[src/rtl/cpu_run_ctrl.sv]
// Run/reset sequencer for the 6502 core: divided clock enable, reset hold, run/halt/step, auto-restart.
// Define RUN_CTRL_SYNC_EN to add input synchronizers and halt/step edge detection.
module cpu_run_ctrl #(
  parameter int unsigned DIV           = 6000000,
  parameter int unsigned RST_CYCLES    = 2,
  parameter int unsigned RESTART_TICKS = 50
) (
  input  logic       CLK,
  input  logic       R,
  input  logic       run_req,
  input  logic       halt_req,
  input  logic       step_req,
  output logic       cpu_ce,
  output logic       cpu_res,
  output logic [1:0] state,
  output logic [7:0] tick_cnt
);

  localparam int unsigned DIV_W        = (DIV > 1) ? $clog2(DIV) : 1;
  localparam int unsigned RST_W        = (RST_CYCLES > 1) ? $clog2(RST_CYCLES) : 1;
  localparam logic [DIV_W-1:0] DIV_LAST = DIV_W'(DIV - 1);
  localparam logic [RST_W-1:0] RST_LAST = RST_W'(RST_CYCLES - 1);
  localparam bit          RESTART_EN   = (RESTART_TICKS != 0);
  localparam logic [31:0] RESTART_LAST = RESTART_EN ? 32'(RESTART_TICKS - 1) : 32'd0;

  typedef enum logic [1:0] {
    ST_RESET = 2'd0,
    ST_RUN   = 2'd1,
    ST_HALT  = 2'd2,
    ST_STEP  = 2'd3
  } state_t;

  state_t           state_q, state_n;
  logic [DIV_W-1:0] div_cnt;
  logic [RST_W-1:0] rst_cnt, rst_cnt_n;
  logic [31:0]      run_cnt, run_cnt_n;
  logic             halt_p, halt_n, step_p, step_n;
  logic             run_in, halt_in, step_in;
  logic             halt_pend, step_pend;
  logic             wrap, tick;

`ifdef RUN_CTRL_SYNC_EN
  // Two-flop synchronizers; halt/step get a registered rising-edge pulse.
  logic [2:0] halt_sync, step_sync;
  logic [1:0] run_sync;
  logic       halt_edge, step_edge;

  always_ff @(posedge CLK) begin
    if (R) begin
      run_sync  <= 2'b00;
      halt_sync <= 3'b000;
      step_sync <= 3'b000;
      halt_edge <= 1'b0;
      step_edge <= 1'b0;
    end else begin
      run_sync  <= {run_sync[0], run_req};
      halt_sync <= {halt_sync[1:0], halt_req};
      step_sync <= {step_sync[1:0], step_req};
      halt_edge <= halt_sync[1] & ~halt_sync[2];
      step_edge <= step_sync[1] & ~step_sync[2];
    end
  end

  assign run_in  = run_sync[1];
  assign halt_in = halt_edge;
  assign step_in = step_edge;
`else
  assign run_in  = run_req;
  assign halt_in = halt_req;
  assign step_in = step_req;
`endif

  assign wrap      = (div_cnt == DIV_LAST);
  assign halt_pend = halt_p | halt_in;
  assign step_pend = step_p | step_in;
  assign state     = state_q;
  assign tick_cnt  = run_cnt[7:0];

  // Next state and counters; everything except request latching moves only on wrap cycles.
  always_comb begin
    state_n   = state_q;
    rst_cnt_n = rst_cnt;
    run_cnt_n = run_cnt;
    halt_n    = halt_pend;
    step_n    = step_pend;
    tick      = 1'b0;
    if (wrap) begin
      unique case (state_q)
        ST_RESET: begin
          tick = 1'b1;
          if (rst_cnt == RST_LAST) begin
            rst_cnt_n = '0;
            run_cnt_n = 32'd0;
            state_n   = run_in ? ST_RUN : ST_HALT;
          end else begin
            rst_cnt_n = rst_cnt + RST_W'(1);
          end
        end
        ST_RUN: begin
          if (halt_pend || !run_in) begin
            halt_n  = 1'b0;
            state_n = ST_HALT;
          end else begin
            tick      = 1'b1;
            run_cnt_n = run_cnt + 32'd1;
            if (RESTART_EN && (run_cnt == RESTART_LAST)) begin
              run_cnt_n = 32'd0;
              state_n   = ST_RESET;
            end
          end
        end
        ST_HALT: begin
          if (step_pend) begin
            step_n  = 1'b0;
            state_n = ST_STEP;
          end else if (run_in && !halt_pend) begin
            state_n = ST_RUN;
          end else begin
            halt_n = 1'b0;
          end
        end
        ST_STEP: begin
          tick      = 1'b1;
          run_cnt_n = run_cnt + 32'd1;
          if (RESTART_EN && (run_cnt == RESTART_LAST)) begin
            run_cnt_n = 32'd0;
            state_n   = ST_RESET;
          end else begin
            state_n = ST_HALT;
          end
        end
      endcase
    end
  end

  always_ff @(posedge CLK) begin
    if (R) begin
      div_cnt <= '0;
      state_q <= ST_RESET;
      rst_cnt <= '0;
      run_cnt <= 32'd0;
      halt_p  <= 1'b0;
      step_p  <= 1'b0;
      cpu_ce  <= 1'b0;
      cpu_res <= 1'b1;
    end else begin
      div_cnt <= wrap ? '0 : div_cnt + DIV_W'(1);
      state_q <= state_n;
      rst_cnt <= rst_cnt_n;
      run_cnt <= run_cnt_n;
      halt_p  <= halt_n;
      step_p  <= step_n;
      cpu_ce  <= wrap & tick;
      if (wrap) begin
        cpu_res <= (state_q == ST_RESET);
      end
    end
  end

endmodule

[config.mk]
export PLATFORM = sky130hd
export DESIGN_NAME = cpu_run_ctrl
export DESIGN_NICKNAME = d
export VERILOG_FILES = /design/src/rtl/cpu_run_ctrl.sv
export SDC_FILE = /design/constraint.sdc
export NUM_CORES = 1
export LEC_CHECK = 0
export ABC_AREA = 1
export CORE_MARGIN = 10
export CORE_UTILIZATION = 35
export CTS_BUF_LIST = sky130_fd_sc_hd__clkbuf_16
export DETAILED_ROUTE_END_ITERATION = 16
export PLACE_DENSITY = 0.58
export SLEW_MARGIN = 20
export SYNTH_ARGS = -nofsm -noshare
export SYNTH_HDL_FRONTEND = slang
export SYNTH_SLANG_ARGS = --single-unit
[constraint.sdc]
create_clock -name CLK -period 1.7 [get_ports CLK]
set_clock_uncertainty 0.05 [all_clocks]
set_input_delay 0.17 -clock CLK [delete_from_list [all_inputs] [get_ports CLK]]
set_output_delay 0.17 -clock CLK [all_outputs]
set_load 0.02 [all_outputs]
# --- Word level (Yosys, flattened, before mapping) ---
# Cells that the tools add are included.
op_classes:
  eq_ne: 9
  bitwise_logic: 3
  n_mux: 23
  reduce_logical: 11
  add_sub_neg: 3
op_table:
  columns: ["op", "n"]
  rows:
  - ["2-to-1 mux 32 bit", 3]
  - ["case mux 32 bit (3 select lines)", 1]
  - ["adder 32 x 1 -> 32 bit, second input constant", 1]
  - ["== test 32 x 6 -> 1 bit, second input constant", 1]
  - ["adder 23 x 1 -> 23 bit, second input constant", 1]
  - ["== test 23 bit, second input constant", 1]
  - ["2-to-1 mux 2 bit", 7]
  - ["2-to-1 mux 1 bit", 9]
  - ["case mux 2 bit (4 select lines)", 1]
  - ["AND reduction 4 bit", 2]
  - ["!= test 3 bit, second input constant", 2]
  - ["== test 2 bit, second input constant", 2]
  - ["!= test 2 bit, second input constant", 2]
  - ["case mux 1 bit (2 select lines)", 2]
  - ["OR reduction 2 bit", 2]
  - ["nonzero test 3 bit", 1]
  - ["== test 2 x 1 -> 1 bit, second input constant", 1]
  - ["zero test 1 bit", 2]
  - ["zero test 2 bit", 1]
  - ["bitwise OR 1 bit", 2]
  - ["AND reduction 2 bit", 1]
  - ["adder 1 bit, second input constant", 1]
  - ["AND 1 bit", 1]
  - ["logical AND 1 bit", 1]
  - ["logical OR 1 bit", 1]
word_totals:
  word_cells: 57
  reg_bits: 62

# --- Depth between registers and ports, before layout ---
depth:
  ltp_word: 7
  depth_mapped: 12
  depth_no_buf: 11

# --- Worst setup path after synthesis ---
# No wires, ideal clock.
synth_timing:
  path_type: "register to register"
  start: "register state_q[1], in the netlist state[1]"
  end: "register run_cnt[27]"
  arrival_ns: 1.704
  stages_incl_launch_ff: 9
  slack_ns: -0.166
  period_less_slack_ns: 1.866
  setup_time_ns: 0.112
  path_buffers: 0
  path_cell_list: "dfxtp_1 -> inv_1 -> ha_1 -> nor2_1 -> inv_1 -> o21ai_0 -> nor3_2 -> nand2_1 -> nand2_1"
synth_between:
  elab_chain_cells: 3
synth_rtl:
  columns: ["item", "line", "text"]
  rows:
  - ["start: declaration", "33", "state_t state_q, state_n;"]
  - ["start signal: assignment", "148", "state_q <= state_n;"]
  - ["== test 2 x 1 -> 1 bit (tied with other cells)", "88", "unique case (state_q)"]
  - ["!= test 2 bit (no source line) / nonzero test 3 bit (equally long branches)", null, null]
  - ["AND reduction 4 bit (no source line)", null, null]
  - ["end signal: assignment", "150", "run_cnt <= run_cnt_n;"]
  - ["end: declaration", "36", "logic [31:0] run_cnt, run_cnt_n;"]
# Parallel ways exist; a longest one is shown, timed or not.
# A chain may end at the register's enable or synchronous reset.

# --- Worst setup path in the final report ---
layout_timing:
  start: "register div_cnt[0]"
  end: "register run_cnt[5]"
layout_between:
  elab_chain_cells: 2
layout_rtl:
  columns: ["item", "line", "text"]
  rows:
  - ["start: declaration", "34", "logic [DIV_W-1:0] div_cnt;"]
  - ["start signal: assignment", "147", "div_cnt <= wrap ? '0 : div_cnt + DIV_W'(1);"]
  - ["== test 23 bit", "73", "assign wrap = (div_cnt == DIV_LAST);"]
  - ["AND reduction 4 bit (no source line)", null, null]
# No other way between the ends.

==> run summary <==
status -> finished with violations
failing checks -> setup timing
ys flop type -> dfxtp_1
initial core utilization -> 35.8%
CP Class -> reg -> reg
largest net degree at the start of global routing -> 14
critical path capture point -> run_cnt[5]
Post-Layout Cell Count -> 890
Required @ worst endpoint -> 1.88 ns
initial antenna violation count -> 0
R2R depth -> 10
Yosys top cell area share -> 32.0%
Hold WC Path Type -> reg -> reg
Clock Tree Buf Depth -> 2
Cell Area, Synth -> 3880 um^2
Iter 0 DRT Violations -> 202
PD cells -> 557 nW/um^2
Crit Path Max Fanout -> 4
first-pass GRT wire length -> 19100 um
Critical Path AT -> 1.96 ns
drt via density -> 4.85
most common cell in the netlist -> nand2_1
# nets final -> 758
RePlAce Congestion -> 0.880
H-tree levels -> 3
clock-pin slew on the worst setup and hold paths -> 0.05 ns
Final setup viols -> 30
Post-Place Cells -> 856
EDFF count, synth -> 0
max-capacitance violation count -> 0
sum of net half-perimeters after detailed placement -> 8810 um
vias in the first global route -> 3975
post-route ant nets -> 0
RSZ-0062 raised after global routing -> yes
# IOs -> 17
number of buffers created by CTS -> 9
most area-consuming cells after synthesis -> dfxtp_1, nand2_1, nor2_1
Die Y -> 125 um
CTS root buf -> clkbuf_16
total track usage -> 14.6%
Ant. Diodes -> 0
fill count -> 1046
startpoint types -> flop
Post-Route Utilization -> 52.8%
ys async rst share -> 0%
slew margin rel. -> 56.3%
Yosys top cell by area -> dfxtp_1
Clock Sinks -> 62
DR WL/cell -> 13.8 um
Power Total -> 0.00319 W
post-synth net total -> 634
total grt overflow -> 0
TritonRoute pass-1 iters -> 5
min setup slack post-route -> -0.0857 ns
Reg2Reg Setup Slack -> -0.09 ns
Die Area -> 15700 um^2
row count -> 38
synth unique cells -> 33
port bufs -> 16
Worst-Margin Slew -> 0.654 ns
CTS tree -> done
fin crit share -> 105%
area growth from synthesis to layout -> 47.3%
Die W -> 125 um
Slew Limit Fails -> 0
commonest cells in the netlist -> nand2_1, nor2_1, inv_1
clk_lat worst skew -> 0.34 ns
fmax -> 560 MHz
synth warn -> 0
Leak -> 2.37 nW
Max VDD drop -> 0.484 mV
core area -> 10800 um^2
DRT Wirelength -> 12300 um
DRC -> 0
vias -> 4317
hold buffer count at CTS -> 0
post-synthesis sequential area ratio -> 32.0%
Hold Vio Cnt, Final -> 0
Reg-to-Reg End -> run_cnt[5]
reg2reg start -> div_cnt[0]
DP Area -> 4840 um^2
cell area after layout -> 5720 um^2
Critical path origin -> div_cnt[0]
Yosys reg bits -> 62
post-layout min period -> 1.79 ns
Crit. End Element -> flop
Mapped Cells -> 622
syn avg cell area -> 6.24 um^2
share of cells above drive strength 1 -> 31.3%
-- where the power goes --
group / leakage, nW / internal (W) / switching (W)
Clock: 0.134 / 0.000947 / 0.000643
Sequential: 0.508 / 0.00146 / 0.00000862
Combinational: 1.72 / 0.0000585 / 0.0000695
-- through the flow --
stage          TNS [ns]  setup WS (ns)  hold slack, ns
3_3_place_gp      -2.17         -0.180           0.393
4_1_cts          -0.394        -0.0442           0.427
5_1_grt           -5.11         -0.183           0.465
6_report          -1.38        -0.0857           0.423
2_1_floorplan         0         0.0370           0.280
3_5_place_dp      -4.45         -0.183           0.411
-- routing by layer --
layer / GRT usage (%) / vias to the layer above / wire [um] / share of wire [%]
met5: 0 / - / 0 / 0
li1: - / 2209 / - / -
met1: 18.9 / 1980 / 5600 / 46
met4: 6.30 / 0 / 282 / 2.3
met2: 23.4 / 103 / 5800 / 47
met3: 2.58 / 25 / 612 / 5.0
-- worst min-delay path by stage --
| stage | start | end | slack, ns | depth (start not counted) |
|---|---|---|---|---|
| after floorplan | R | halt_p | 0.28 | 3 |
| after global placement | cpu_res | cpu_res | 0.39 | 2 |
| after detailed placement | cpu_res | cpu_res | 0.41 | 2 |
| after CTS | div_cnt[22] | div_cnt[22] | 0.43 | 2 |
| after global routing | div_cnt[22] | div_cnt[22] | 0.46 | 2 |
| final | div_cnt[22] | div_cnt[22] | 0.42 | 2 |
-- state kept, by name, summed over array words and instances (netlist names) --
register and flops:
rst_cnt 1, step_p 1, cpu_ce 1, div_cnt 23, cpu_res 1, state 2
run_cnt 32, halt_p 1
-- cell type report --
class,count,area (um^2),area share (%)
repair buffers,131,1130,19.7
well taps,140,175,3.06
inverters,78,300,5.25
clock buffers,9,225,3.94
multi-input cells,464,2600,45.4
flip-flops and latches,62,1270,22.2
clock inverters,6,23.8,0.416
-- logic make-up after synthesis --
kind of cell,count (synthesis),synth area share (%)
and+or+nand+nor,372,41.6
buffers and inverters,97,11.0
AOI/OAI and AO/OA,67,9.38
DFF,62,32.0
xor gates and xnor gates,17,3.83
adders and majority gates,7,2.26
-- critical path, cell delays in order, from the launching register on --
cell,delay [ns]
dfxtp_4,0.36
ha_4,0.17
nand2_8,0.08
nor2_4,0.10
nand3b_1,0.11
nor2_2,0.14
nand4_1,0.23
buf_4,0.23
nand2_2,0.05
o21ai_2,0.04
and2_1,0.12
-- cells in the final DEF, fill, tap and decap left out, types with 4 or more instances in the layout --
master / count
dlygate4sd2_1: 4
buf_4: 98
nor2_4: 13
clkbuf_16: 11
nand4_1: 12
clkdlybuf4s50_1: 12
nor3_1: 13
a21oi_1: 21
a21oi_2: 7
dfxtp_4: 4
o21ai_1: 9
nor3_2: 5
nand2_1: 152
nand3_2: 6
inv_1: 75
nand2_2: 13
nor2_2: 16
nand3_1: 25
dfxtp_2: 10
inv_2: 4
dfxtp_1: 48
o21ai_0: 11
nand3b_1: 5
and2_1: 8
nor2_1: 91
o21ai_2: 12
xnor2_1: 9
buf_6: 10
xor2_1: 8
-- what timing repair did --
item	in CTS	in global routing
resized for setup	32	118
cloned	1	4
setup endpoints to repair	57	55
setup buffers	7	7
pin swaps	7	26
Note: power is estimated with default switching activity, not from simulation.
